### src/rtl/snes_joypad_pkg.sv
// Shared definitions for the SNES pad front end: serial bit order,
// Game Boy key order, controller FSM states and the key mapping.
package snes_joypad_pkg;

    localparam int BIT_B      = 0;
    localparam int BIT_Y      = 1;
    localparam int BIT_SELECT = 2;
    localparam int BIT_START  = 3;
    localparam int BIT_UP     = 4;
    localparam int BIT_DOWN   = 5;
    localparam int BIT_LEFT   = 6;
    localparam int BIT_RIGHT  = 7;
    localparam int BIT_A      = 8;
    localparam int BIT_X      = 9;
    localparam int BIT_L      = 10;
    localparam int BIT_R      = 11;
    localparam int SNES_W     = BIT_R + 1;

    localparam int KEY_A      = 0;
    localparam int KEY_B      = 1;
    localparam int KEY_SELECT = 2;
    localparam int KEY_START  = 3;
    localparam int KEY_RIGHT  = 4;
    localparam int KEY_LEFT   = 5;
    localparam int KEY_UP     = 6;
    localparam int KEY_DOWN   = 7;

    localparam logic [SNES_W-1:0] UNMAPPED_MASK =
        (SNES_W'(1) << BIT_L) | (SNES_W'(1) << BIT_R);

    typedef enum logic [1:0] {
        ST_IDLE   = 2'd0,
        ST_LATCH  = 2'd1,
        ST_SHIFT  = 2'd2,
        ST_COMMIT = 2'd3
    } state_e;

    // {Down,Up,Left,Right,Start,Select,B,A}; X doubles A, Y doubles B
    function automatic logic [7:0] gb_keys(input logic [SNES_W-1:0] b);
        logic [SNES_W-1:0] m;
        logic [7:0]        k;
        m             = b & ~UNMAPPED_MASK;
        k             = '0;
        k[KEY_A]      = m[BIT_A] | m[BIT_X];
        k[KEY_B]      = m[BIT_B] | m[BIT_Y];
        k[KEY_SELECT] = m[BIT_SELECT];
        k[KEY_START]  = m[BIT_START];
        k[KEY_RIGHT]  = m[BIT_RIGHT];
        k[KEY_LEFT]   = m[BIT_LEFT];
        k[KEY_UP]     = m[BIT_UP];
        k[KEY_DOWN]   = m[BIT_DOWN];
        return k;
    endfunction

endpackage

### src/rtl/joypad_sync.sv
// Two-flop synchronizer for the asynchronous pad data line.
// Resets to 1 so an idle line reads as "released".
module joypad_sync (
    input  logic clock,
    input  logic reset,
    input  logic d_i,
    output logic q_o
);

    logic s1_q;
    logic s2_q;

    always_ff @(posedge clock) begin
        if (reset) begin
            s1_q <= 1'b1;
            s2_q <= 1'b1;
        end else begin
            s1_q <= d_i;
            s2_q <= s1_q;
        end
    end

    assign q_o = s2_q;

endmodule

### src/rtl/snes_joypad.sv
// SNES controller poller feeding the Game Boy P1 nibble and joypad IRQ.
// Define JOYPAD_DEBOUNCE_EN to commit only two identical frames in a row.
module snes_joypad
    import snes_joypad_pkg::*;
#(
    parameter int POLL_PERIOD     = 550000,
    parameter int LATCH_CYCLES    = 396,
    parameter int HALF_BIT_CYCLES = 198
) (
    input  logic              clock,
    input  logic              reset,
    output logic              ctrl_latch,
    output logic              ctrl_pulse,
    input  logic              ctrl_data,
    input  logic              p14,
    input  logic              p15,
    output logic [3:0]        joyp_in,
    output logic [SNES_W-1:0] snes_buttons,
    output logic              frame_valid,
    output logic              joypad_irq
);

    localparam int PW    = $clog2(POLL_PERIOD);
    localparam int PH_MX = (LATCH_CYCLES > HALF_BIT_CYCLES) ?
                           LATCH_CYCLES : HALF_BIT_CYCLES;
    localparam int PHW   = $clog2(PH_MX + 1);

    localparam logic [PW-1:0]  POLL_LAST  = PW'(POLL_PERIOD - 1);
    localparam logic [PHW-1:0] LATCH_LAST = PHW'(LATCH_CYCLES - 1);
    localparam logic [PHW-1:0] HALF_LAST  = PHW'(HALF_BIT_CYCLES - 1);

    logic              data_s;
    logic [PW-1:0]     poll_q, poll_d;
    state_e            state_q, state_d;
    logic [PHW-1:0]    ph_q, ph_d;
    logic              hi_q, hi_d;
    logic [3:0]        bit_q, bit_d;
    logic [SNES_W-1:0] sr_q, sr_d;
    logic [SNES_W-1:0] btn_q, btn_d;
    logic              fv_q, fv_d;
    logic              irq_q, irq_d;
    logic              poll_wrap;
    logic              ph_end;
    logic              enter_commit;
    logic              take;
    logic [7:0]        gb;

    joypad_sync u_sync (
        .clock (clock),
        .reset (reset),
        .d_i   (ctrl_data),
        .q_o   (data_s)
    );

    assign poll_wrap = (poll_q == POLL_LAST);
    assign poll_d    = poll_wrap ? '0 : poll_q + 1'b1;
    assign ph_end    = (state_q == ST_LATCH) ? (ph_q == LATCH_LAST)
                                             : (ph_q == HALF_LAST);

    always_comb begin
        state_d      = state_q;
        ph_d         = ph_q + 1'b1;
        hi_d         = hi_q;
        bit_d        = bit_q;
        sr_d         = sr_q;
        enter_commit = 1'b0;
        unique case (state_q)
            ST_IDLE: begin
                ph_d = '0;
                if (poll_wrap) state_d = ST_LATCH;
            end
            ST_LATCH: begin
                if (ph_end) begin
                    state_d = ST_SHIFT;
                    ph_d    = '0;
                    hi_d    = 1'b0;
                    bit_d   = '0;
                end
            end
            ST_SHIFT: begin
                if (ph_end) begin
                    ph_d = '0;
                    if (!hi_q) begin
                        // sample on the last low cycle; pad is active-low
                        hi_d = 1'b1;
                        if (bit_q < 4'd12) sr_d[bit_q] = ~data_s;
                    end else if (bit_q == 4'd15) begin
                        state_d      = ST_COMMIT;
                        hi_d         = 1'b0;
                        enter_commit = 1'b1;
                    end else begin
                        hi_d  = 1'b0;
                        bit_d = bit_q + 1'b1;
                    end
                end
            end
            ST_COMMIT: begin
                state_d = ST_IDLE;
                ph_d    = '0;
            end
            default: state_d = ST_IDLE;
        endcase
    end

`ifdef JOYPAD_DEBOUNCE_EN
    logic [SNES_W-1:0] cand_q;

    assign take = (sr_q == cand_q);

    always_ff @(posedge clock) begin
        if (reset) cand_q <= '0;
        else if (enter_commit) cand_q <= sr_q;
    end
`else
    assign take = 1'b1;
`endif

    always_comb begin
        btn_d = btn_q;
        fv_d  = enter_commit;
        irq_d = 1'b0;
        if (enter_commit && take) begin
            btn_d = sr_q;
            irq_d = |(gb_keys(sr_q) & ~gb_keys(btn_q));
        end
    end

    always_ff @(posedge clock) begin
        if (reset) begin
            poll_q  <= '0;
            state_q <= ST_IDLE;
            ph_q    <= '0;
            hi_q    <= 1'b0;
            bit_q   <= '0;
            sr_q    <= '0;
            btn_q   <= '0;
            fv_q    <= 1'b0;
            irq_q   <= 1'b0;
        end else begin
            poll_q  <= poll_d;
            state_q <= state_d;
            ph_q    <= ph_d;
            hi_q    <= hi_d;
            bit_q   <= bit_d;
            sr_q    <= sr_d;
            btn_q   <= btn_d;
            fv_q    <= fv_d;
            irq_q   <= irq_d;
        end
    end

    assign gb           = gb_keys(btn_q);
    assign ctrl_latch   = (state_q == ST_LATCH);
    assign ctrl_pulse   = !((state_q == ST_SHIFT) && !hi_q);
    assign snes_buttons = btn_q;
    assign frame_valid  = fv_q;
    assign joypad_irq   = irq_q;
    assign joyp_in      = ~(({4{~p14}} & gb[7:4]) | ({4{~p15}} & gb[3:0]));

endmodule

### config.mk
export PLATFORM = sky130hd
export DESIGN_NAME = snes_joypad
export DESIGN_NICKNAME = d
export VERILOG_FILES = /design/src/rtl/snes_joypad_pkg.sv /design/src/rtl/joypad_sync.sv /design/src/rtl/snes_joypad.sv
export SDC_FILE = /design/constraint.sdc
export NUM_CORES = 1
export LEC_CHECK = 0
export CORE_ASPECT_RATIO = 0.8
export CORE_UTILIZATION = 59
export CTS_BUF_LIST = sky130_fd_sc_hd__clkbuf_8
export DETAILED_ROUTE_END_ITERATION = 12
export GPL_TIMING_DRIVEN = 1
export PLACE_DENSITY_LB_ADDON = 0.1
export SLEW_MARGIN = 20
export SYNTH_ARGS = -nofsm -noshare
export SYNTH_HDL_FRONTEND = slang
export SYNTH_HIERARCHICAL = 1
export SYNTH_SLANG_ARGS = --single-unit
### constraint.sdc
create_clock -name clock -period 3 [get_ports clock]
set_input_delay 0.6 -clock clock [delete_from_list [all_inputs] [get_ports clock]]
set_output_delay 0.6 -clock clock [all_outputs]
set_load 0.1 [all_outputs]
Yosys cells after proc, flatten, opt, wreduce, memory -nomap -nowiden
Cells that the tools add are included.
{"block": "word_totals", "reg_bits": 64, "in_bits": 5, "output_inout_bits": 20, "wordCells": 85}
{"block": "op_classes", "add_sub_neg": 3, "magnitude_cmp": 3, "eq_ne": 13, "n_mux": 25, "n_bitwise": 15, "n_reduce_logical": 15}
{"op": "$add A20 B1 Y20 const B", "count": 1}
{"op": "$eq A20 B20 Y1 const B", "count": 1}
{"op": "$pmux W9 S2", "count": 1}
{"op": "$mux W4", "count": 4}
{"op": "$bwmux W12", "count": 1}
{"op": "$mux W2", "count": 5}
{"op": "$ne A2 B2 Y1 const B", "count": 5}
{"op": "$reduce_and A5 Y1", "count": 2}
{"op": "$add A9 B1 Y9 const B", "count": 1}
{"op": "$eq A9 B8 Y1 const B", "count": 1}
{"op": "$eq A9 B9 Y1 const B", "count": 1}
{"op": "$mux W1", "count": 9}
{"op": "$mux W9", "count": 1}
{"op": "$and A4 B4 Y4", "count": 2}
{"op": "$and A8 B8 Y8", "count": 1}
{"op": "$not A8 Y8", "count": 1}
{"op": "$pmux W2 S4", "count": 1}
{"op": "$pmux W4 S2", "count": 1}
{"op": "$reduce_or A2 Y1", "count": 4}
{"op": "$reduce_or A8 Y1", "count": 1}
{"op": "$lt A4 B5 Y1 const B", "count": 1}
{"op": "$not A1 Y1", "count": 5}
{"op": "$add A4 B1 Y4 const B", "count": 1}
{"op": "$demux W1 S4", "count": 1}
{"op": "16 further kinds", "count": 22}

Logic depth before layout (Yosys ltp)
Gate-level depths: netlist (run 1).
{"block": "logic_depth", "ltp_word": 7, "ltp_mapped": 8, "depth_no_buf": 7}

Modules after synthesis
Netlist (run 1), hierarchy kept.
{"module": "snes_joypad", "instances": 1, "cells_each": 318, "area_per_inst_um2": 2803.9, "seq_area_each_um2": 1241.2}
{"module": "joypad_sync", "instances": 1, "cells_each": 4, "area_per_inst_um2": 52.6, "seq_area_each_um2": 40.0}

Worst setup path before layout (run 1)
OpenSTA, ideal clock, no wires.
{"block": "synth_path", "kind": "register to output", "start": "reg btn_q[9] (netlist: snes_buttons[9])", "end": "out joyp_in[0]", "arrival_time_ps": 2393, "t_required_ps": 2400, "setup_slack_ps": 7, "path_stages_with_launch": 4, "path_buffers": 0, "cell_sequence": "dfxtp_1 > nor2_1 > nor2_1 > a21oi_1"}
{"block": "synth_between", "elab_chain_len": 4}
{"element": "start: declaration", "line": "snes_joypad.sv:39", "rtl": "logic [SNES_W-1:0] btn_q, btn_d;"}
{"element": "start signal: assignment", "line": "snes_joypad.sv:146", "rtl": "btn_q <= btn_d;"}
{"element": "$or A1 B1 Y1", "line": "snes_joypad_pkg.sv:44", "rtl": "k[KEY_A] = m[BIT_A] | m[BIT_X];"}
{"element": "$and A4 B4 Y4", "line": "snes_joypad.sv:158", "rtl": "assign joyp_in = ~(({4{~p14}} & gb[7:4]) | ({4{~p15}} & gb[3:0]));"}
{"element": "$or A4 B4 Y4", "line": "snes_joypad.sv:158"}
{"element": "$not A4 Y4", "line": "snes_joypad.sv:158"}
{"element": "end: declaration", "line": "snes_joypad.sv:17", "rtl": "output logic [3:0] joyp_in,"}
Every way passes these cells.

Final worst setup path (run 1)
{"block": "layout_path", "start": "reg state_q[1]", "end": "reg bit_q[3]"}
{"block": "layout_between", "elab_chain_len": 4, "word_cells_on_any_way": 10, "classes_between": "6 x eq/ne; 2 x mux; 2 x reduce/logical"}
{"element": "start: declaration", "line": "snes_joypad.sv:34", "rtl": "state_e state_q, state_d;"}
{"element": "start signal: assignment", "line": "snes_joypad.sv:141", "rtl": "state_q <= state_d;"}
{"element": "$eq A2 B1 Y1", "line": "snes_joypad.sv:57, snes_joypad.sv:67"}
{"element": "$mux W1", "line": "snes_joypad.sv:57", "rtl": "assign ph_end = (state_q == ST_LATCH) ? (ph_q == LATCH_LAST)"}
{"element": "$ne A2 B2 Y1 (no source line) or $ne A2 B1 Y1 (tied branches)"}
{"element": "$reduce_and A5 Y1 (no source line)"}
{"element": "end signal: assignment", "line": "snes_joypad.sv:144", "rtl": "bit_q <= bit_d;"}
{"element": "end: declaration", "line": "snes_joypad.sv:37", "rtl": "logic [3:0] bit_q, bit_d;"}
Parallel ways exist; a longest one is shown, timed or not.
A chain may end at the register's enable or synchronous reset.

==> results_dict.tcl, run 1 <==
set metrics [dict create \
    maxCapViolations 0 \
    synth_nets 336 \
    cts_tree "built" \
    drtIter0Drc 242 \
    dieArea_mm2 0.00513 \
    p_per_area_mw_per_mm2 476 \
    place.port_buffers 24 \
    ir_drop_mv 0.367 \
    fin_crit_ns 2.51 \
    synth_area_leaders "dfxtp_1 45%, nor2_1 7.1%, mux2i_1 6.0%" \
    design_area_mm2 0.00334 \
    period_share_pct 83.6 \
    place_congestion 0.834 \
    route.vias.total 2321 \
    max_slew_margin_pct 47.7 \
    arrival_ns 2.77 \
    gr-usage-all-layers_pct 25.1 \
    num_antenna_cells 0 \
    cp-start-kind "flop" \
    gr-total-overflow 0 \
    synth_area_mm2 0.00286 \
    end_kind "flop" \
    routed_wirelength_um 5660 \
    first_pass_iters 4 \
    fin_setup_tns_ns 0 \
    fp.dieW_um 79.8 \
    setup_viol 0 \
    report.power.total_mw 1.59 \
    cts_hold_buffers 0 \
    crit_path_max_fanout 7 \
    grt_pass1_vias 2147 \
    synth.avg_cell_area_um2 8.87 \
    ys_seq_area_share_pct 44.9 \
    clk-insertion-delay-late_ns 0.33 \
    drv_slew 0 \
    drt_drc_violations_left 0 \
    syn_inst 322 \
    cts_max_path_buffers 2 \
    synth_top_area_share_pct 44.9 \
    rrSetupSlack_ns 0.49 \
    fin_util_pct 72.3 \
    antenna_found_initial 0 \
    async_flop_share_pct 0 \
    place_area_mm2 0.00316 \
    hold_class "reg -> reg" \
    cts_sinks 64 \
    ios 25 \
    cts_resized 0 \
    cts_made_buffers 9 \
    grt_max_degree 31 \
    die_height_um 64.2 \
    hold_viol_final 0 \
    place_hpwl_um 4020 \
    yosys_most_used_dff "dfxtp_1" \
    path_class "reg -> reg" \
    ctsHtreeMaxLevel 3 \
    core_area_mm2 0.00462 \
    yosysTopAreaCell "dfxtp_1" \
    synthToLayoutAreaGrowth_pct 17.0 \
    synth_edf_count 0 \
    max_freq_ghz 0.399 \
    tightest_slew_ns 0.774 \
    root_buffer "clkbuf_8" \
    start_util_pct 61.8 \
    grt_pass1_wl_um 9740 \
    status "finished, final reports clean" \
    ant_nets 0 \
    rows 22 \
    yosys_warnings 6 \
    layout.nets 365 \
    rsz0062_at_grt "false" \
    final_layout_size_suffix_gt1_share_pct 11.0 \
    worstPathRequired_ns 3.27 \
    path_clk_slew_ns 0.07 \
    synth_cell_types 43 \
    vias_per_cell 5.59 \
    cts_setup_buffers 0 \
    fin_skew_ns 0.0105 \
    power_leakage_nw 1.35 \
    ys_ff_latch 64 \
    fin_hold_ws_ns 0.406 \
    post_drt_wl_per_cell_um 13.6 \
]
[registers in the layout (all words and copies together), names as in the netlist]
register / flops
poll_q: 20
snes_buttons: 12
sr_q: 12
ph_q: 9
bit_q: 4
state_q: 2
frame_valid: 1
hi_q: 1
joypad_irq: 1
u_sync/q_o: 1
u_sync/s1_q: 1
[where the power goes]
part           leakage (nW)  switching, mW  internal, mW  total [mW]
clock network         0.101          0.310         0.394       0.704
registers             0.516        0.00480         0.854       0.859
logic                 0.730         0.0175        0.0101      0.0276
[layer usage]
| layer | GRT usage, % | part of all wire, % | up-vias | wire length [um] |
|---|---|---|---|---|
| li1 | - | - | 1183 | - |
| met1 | 32.3 | 49 | 1085 | 2790 |
| met2 | 37.9 | 45 | 49 | 2530 |
| met3 | 9.57 | 5.1 | 4 | 287 |
| met4 | 9.15 | 0.94 | 0 | 53 |
| met5 | 0 | 0 | - | 0 |
[through the flow]
stage,setup slack (ns),cells
final,0.493,415
after global routing,0.331,415
after CTS,0.515,415
after detailed placement,0.533,400
after global placement,0.650,400
after floorplan,0.00703,322
[worst max-delay path: stages (launching register included)]
cell and delay (ns):
dfxtp_1 0.36, inv_1 0.07, ha_1 0.25, or4b_1 0.51, o22ai_1 0.30, nand3_1 0.26
or4_1 0.54, a21oi_1 0.16
[logic make-up after synthesis]
logic type      count (synthesis)  synth area share (%)
mux                            18                  6.35
xor+xnor                       25                  7.67
compound gates                 36                  8.37
flops                          64                  44.9
fa+ha+maj                       9                  3.94
buf+inv                        25                  3.33
simple gates                  145                  25.5
[final timing paths]
kind / startpoint / to / depth (start not counted)
worst min-delay path: u_sync/s1_q / u_sync/q_o / 1
worst min register to register: u_sync/s1_q / u_sync/q_o / 1
worst max register to register: state_q[1] / bit_q[3] / 7
worst max-delay path: state_q[1] / bit_q[3] / 7
[final cells by class]
cell class | instances | area (um2)
tap | 60 | 75.1
sequential | 64 | 1280
inverter | 17 | 63.8
fill | 365 | 1280
clock inverter | 5 | 50.0
clock buffer | 10 | 138
timing repair buffer | 26 | 255
multi-input combinational | 233 | 1480
[cells in the mapped netlist (all sizes together), types with 2 or more instances]
cell type	instances
a41oi	4
clkbuf	7
or4	3
or2	3
xnor2	6
nor2	54
nor3	8
mux2i	17
inv	16
o22ai	4
xor2	19
a22oi	2
nand2	20
and3	12
nand3	14
and2	3
nand2b	5
a311oi	3
dfxtp	64
a21oi	11
nand4	12
ha	9
or4b	2
nor4	2
or3	2
o21ai	6
[placed cells by master, fill, tap and decap left out, drive strengths merged, types with 8 or more instances in the layout]
cell type,count
nand2,20
xor2,19
nand4,12
dfxtp,64
inv,18
mux2i,17
ha,9
and3,12
buf,22
nand3,14
nor3,8
nor2,54
a21oi,11
clkbuf,10
(Power assumes the default switching activity.)
==> run 2, diff against run 1 <==
- clock period: 3 -> 2.4 ns (I/O delays scaled with it)
==> run 2 against run 1 <==
First-iteration DRC count fell by 46%. Flip-flop and latch count did not move. Combinational power up 35%. Total power rose by 45%. Fmax increased by 8.2%. Final cell count rose by 2.2%. Critical endpoint is now sr_q[11]. Largest cell class unchanged. Largest power group is now clock.
==> results_dict.tcl, run 2 (same netlist as run 1, synthesis figures left out) <==
set metrics [dict create \
    internal_power_mw 1.87 \
    maxCapViolations 0 \
    ctsHtreeMaxLevel 3 \
    max_slew_margin_pct 58.0 \
    cts_sinks 64 \
    path_class "reg -> reg" \
    crit_path_max_fanout 4 \
    slowest_stage "or4b_4" \
    arrival_ns 2.59 \
    routed_wirelength_um 6280 \
    p_per_area_mw_per_mm2 653 \
    drt_drc_violations_left 0 \
    cp-start-kind "flop" \
    clk-insertion-delay-late_ns 0.34 \
    gr-total-overflow 0 \
    worstPathRequired_ns 2.68 \
    status "finished, final reports clean" \
    first_pass_iters 5 \
    tightest_slew_ns 0.625 \
    drtIter0Drc 130 \
    grt_pass1_wl_um 10700 \
    grt_max_degree 31 \
    fin_ws_ns 0.0818 \
    num_antenna_cells 0 \
    vias_per_cell 5.70 \
    top_register "poll_q" \
    hold_viol_final 0 \
    ant_nets 0 \
    post_drt_wl_per_cell_um 14.8 \
    route.vias.total 2415 \
    path_clk_slew_ns 0.07 \
    die_height_um 64.2 \
    fin_util_pct 76.5 \
    place_congestion 0.807 \
    final_cell_mix "63 x dfxtp_1, 54 x nor2_1, 25 x buf_4" \
    dieArea_mm2 0.00513 \
    rows 22 \
    setup_viol 0 \
    switching_share_pct 19.1 \
    antenna_found_initial 0 \
    grt_util_met1_pct 32.4 \
    hold_class "reg -> reg" \
    ios 25 \
    start_util_pct 61.8 \
    p_switching_uw 441 \
    cts_made_buffers 9 \
    synthToLayoutAreaGrowth_pct 23.8 \
    power.share.sequential_pct 46.4 \
    power_leakage_nw 1.44 \
    core_area_mm2 0.00462 \
    gr-usage-all-layers_pct 27.4 \
    cts_tree "built" \
    fp.dieW_um 79.8 \
    rsz0062_at_grt "false" \
    place.port_buffers 24 \
    critPathMaxStageDelay_ns 0.49 \
    top_usage_layer "met2" \
    max_freq_ghz 0.431 \
    end_kind "flop" \
    root_buffer "clkbuf_8" \
    largest_reg_flops 20 \
    grt_pass1_vias 2350 \
    drv_slew 0 \
    comb_power_share_pct 1.6 \
    layout.nets 373 \
    fin_skew_ns 0.0131 \
    place_hpwl_um 4300 \
    final_layout_size_suffix_gt1_share_pct 16.2 \
    met2_usage_pct 45.7 \
    cts_max_path_buffers 2 \
    grtUsageMet3_pct 8.00 \
    ir_drop_mv 0.557 \
    fin_crit_ns 2.32 \
    layout_commonest_cell "dfxtp_1" \
    path_cells "inv_2 > ha_4 > or4b_4 > o22a_1 > or3_4 > or4_1 > a21oi_1" \
    period_share_pct 96.6 \
    dpl_worst_slack_ns -0.00366 \
    power_frac_clock_pct 51.9 \
]
## run 2: power by group through the flow
| stage | logic [mW] | registers, mW | clock network [mW] |
|---|---|---|---|
| floorplan | 0.0216 | 1.10 | 0 |
| global placement | 0.0360 | 1.10 | 0 |
| detailed placement | 0.0373 | 1.10 | 0 |
| CTS | 0.0373 | 1.07 | 1.22 |
| global route | 0.0419 | 1.07 | 1.26 |
| finish | 0.0373 | 1.07 | 1.20 |
## run 2: final timing paths
check / start / to / slack, ns / cells after the start
worst max-delay path: state_q[1] / sr_q[11] / 0.08 / 7
worst min-delay path: u_sync/s1_q / u_sync/q_o / 0.41 / 1
worst max register to register: state_q[1] / sr_q[11] / 0.08 / 7
worst min register to register: u_sync/s1_q / u_sync/q_o / 0.41 / 1
## run 2: cell type report
type / count / area [um2]
fillers: 334 / 1090
clock inverters: 7 / 136
well taps: 60 / 75.1
inverters: 17 / 63.8
flip-flops and latches: 64 / 1280
multi-input cells: 233 / 1530
repair buffers: 34 / 328
clock buffers: 9 / 124
## run 2: worst max-delay path, delay by kind of cell (launching register included)
family	cells	cell delay [ns]
compound gates	2	0.38
fa+ha+maj	1	0.17
simple gates	3	1.29
flops	1	0.35
buf+inv	1	0.06
## run 2: metal layers
| layer | vias to the layer above | share of wire [%] |
|---|---|---|
| li1 | 1200 | - |
| met1 | 1156 | 45 |
| met2 | 45 | 49 |
| met3 | 14 | 3.8 |
| met4 | 0 | 2.2 |
| met5 | - | 0 |
## run 2: repair_timing
| action | CTS | global route |
|---|---|---|
| setup endpoints to repair | 1 | 6 |
| resized for setup | 1 | 4 |
| hold buffers | 0 | 0 |
| pin swaps | 1 | 2 |
| hold endpoints to repair | 0 | 0 |
| gates cloned | 0 | 0 |
| setup buffers | 0 | 2 |
## run 2: stage by stage
step	hold WS (ns)	TNS, ns	power, mW	cell area, um2	instances
2_1_floorplan	0.383	0	1.12	2890	322
3_3_place_gp	0.384	0	1.13	3250	406
3_5_place_dp	0.389	-0.00366	1.13	3250	406
4_1_cts	0.408	0	2.33	3510	422
5_1_grt	0.436	0	2.37	3540	424
6_report	0.410	0	2.31	3540	424
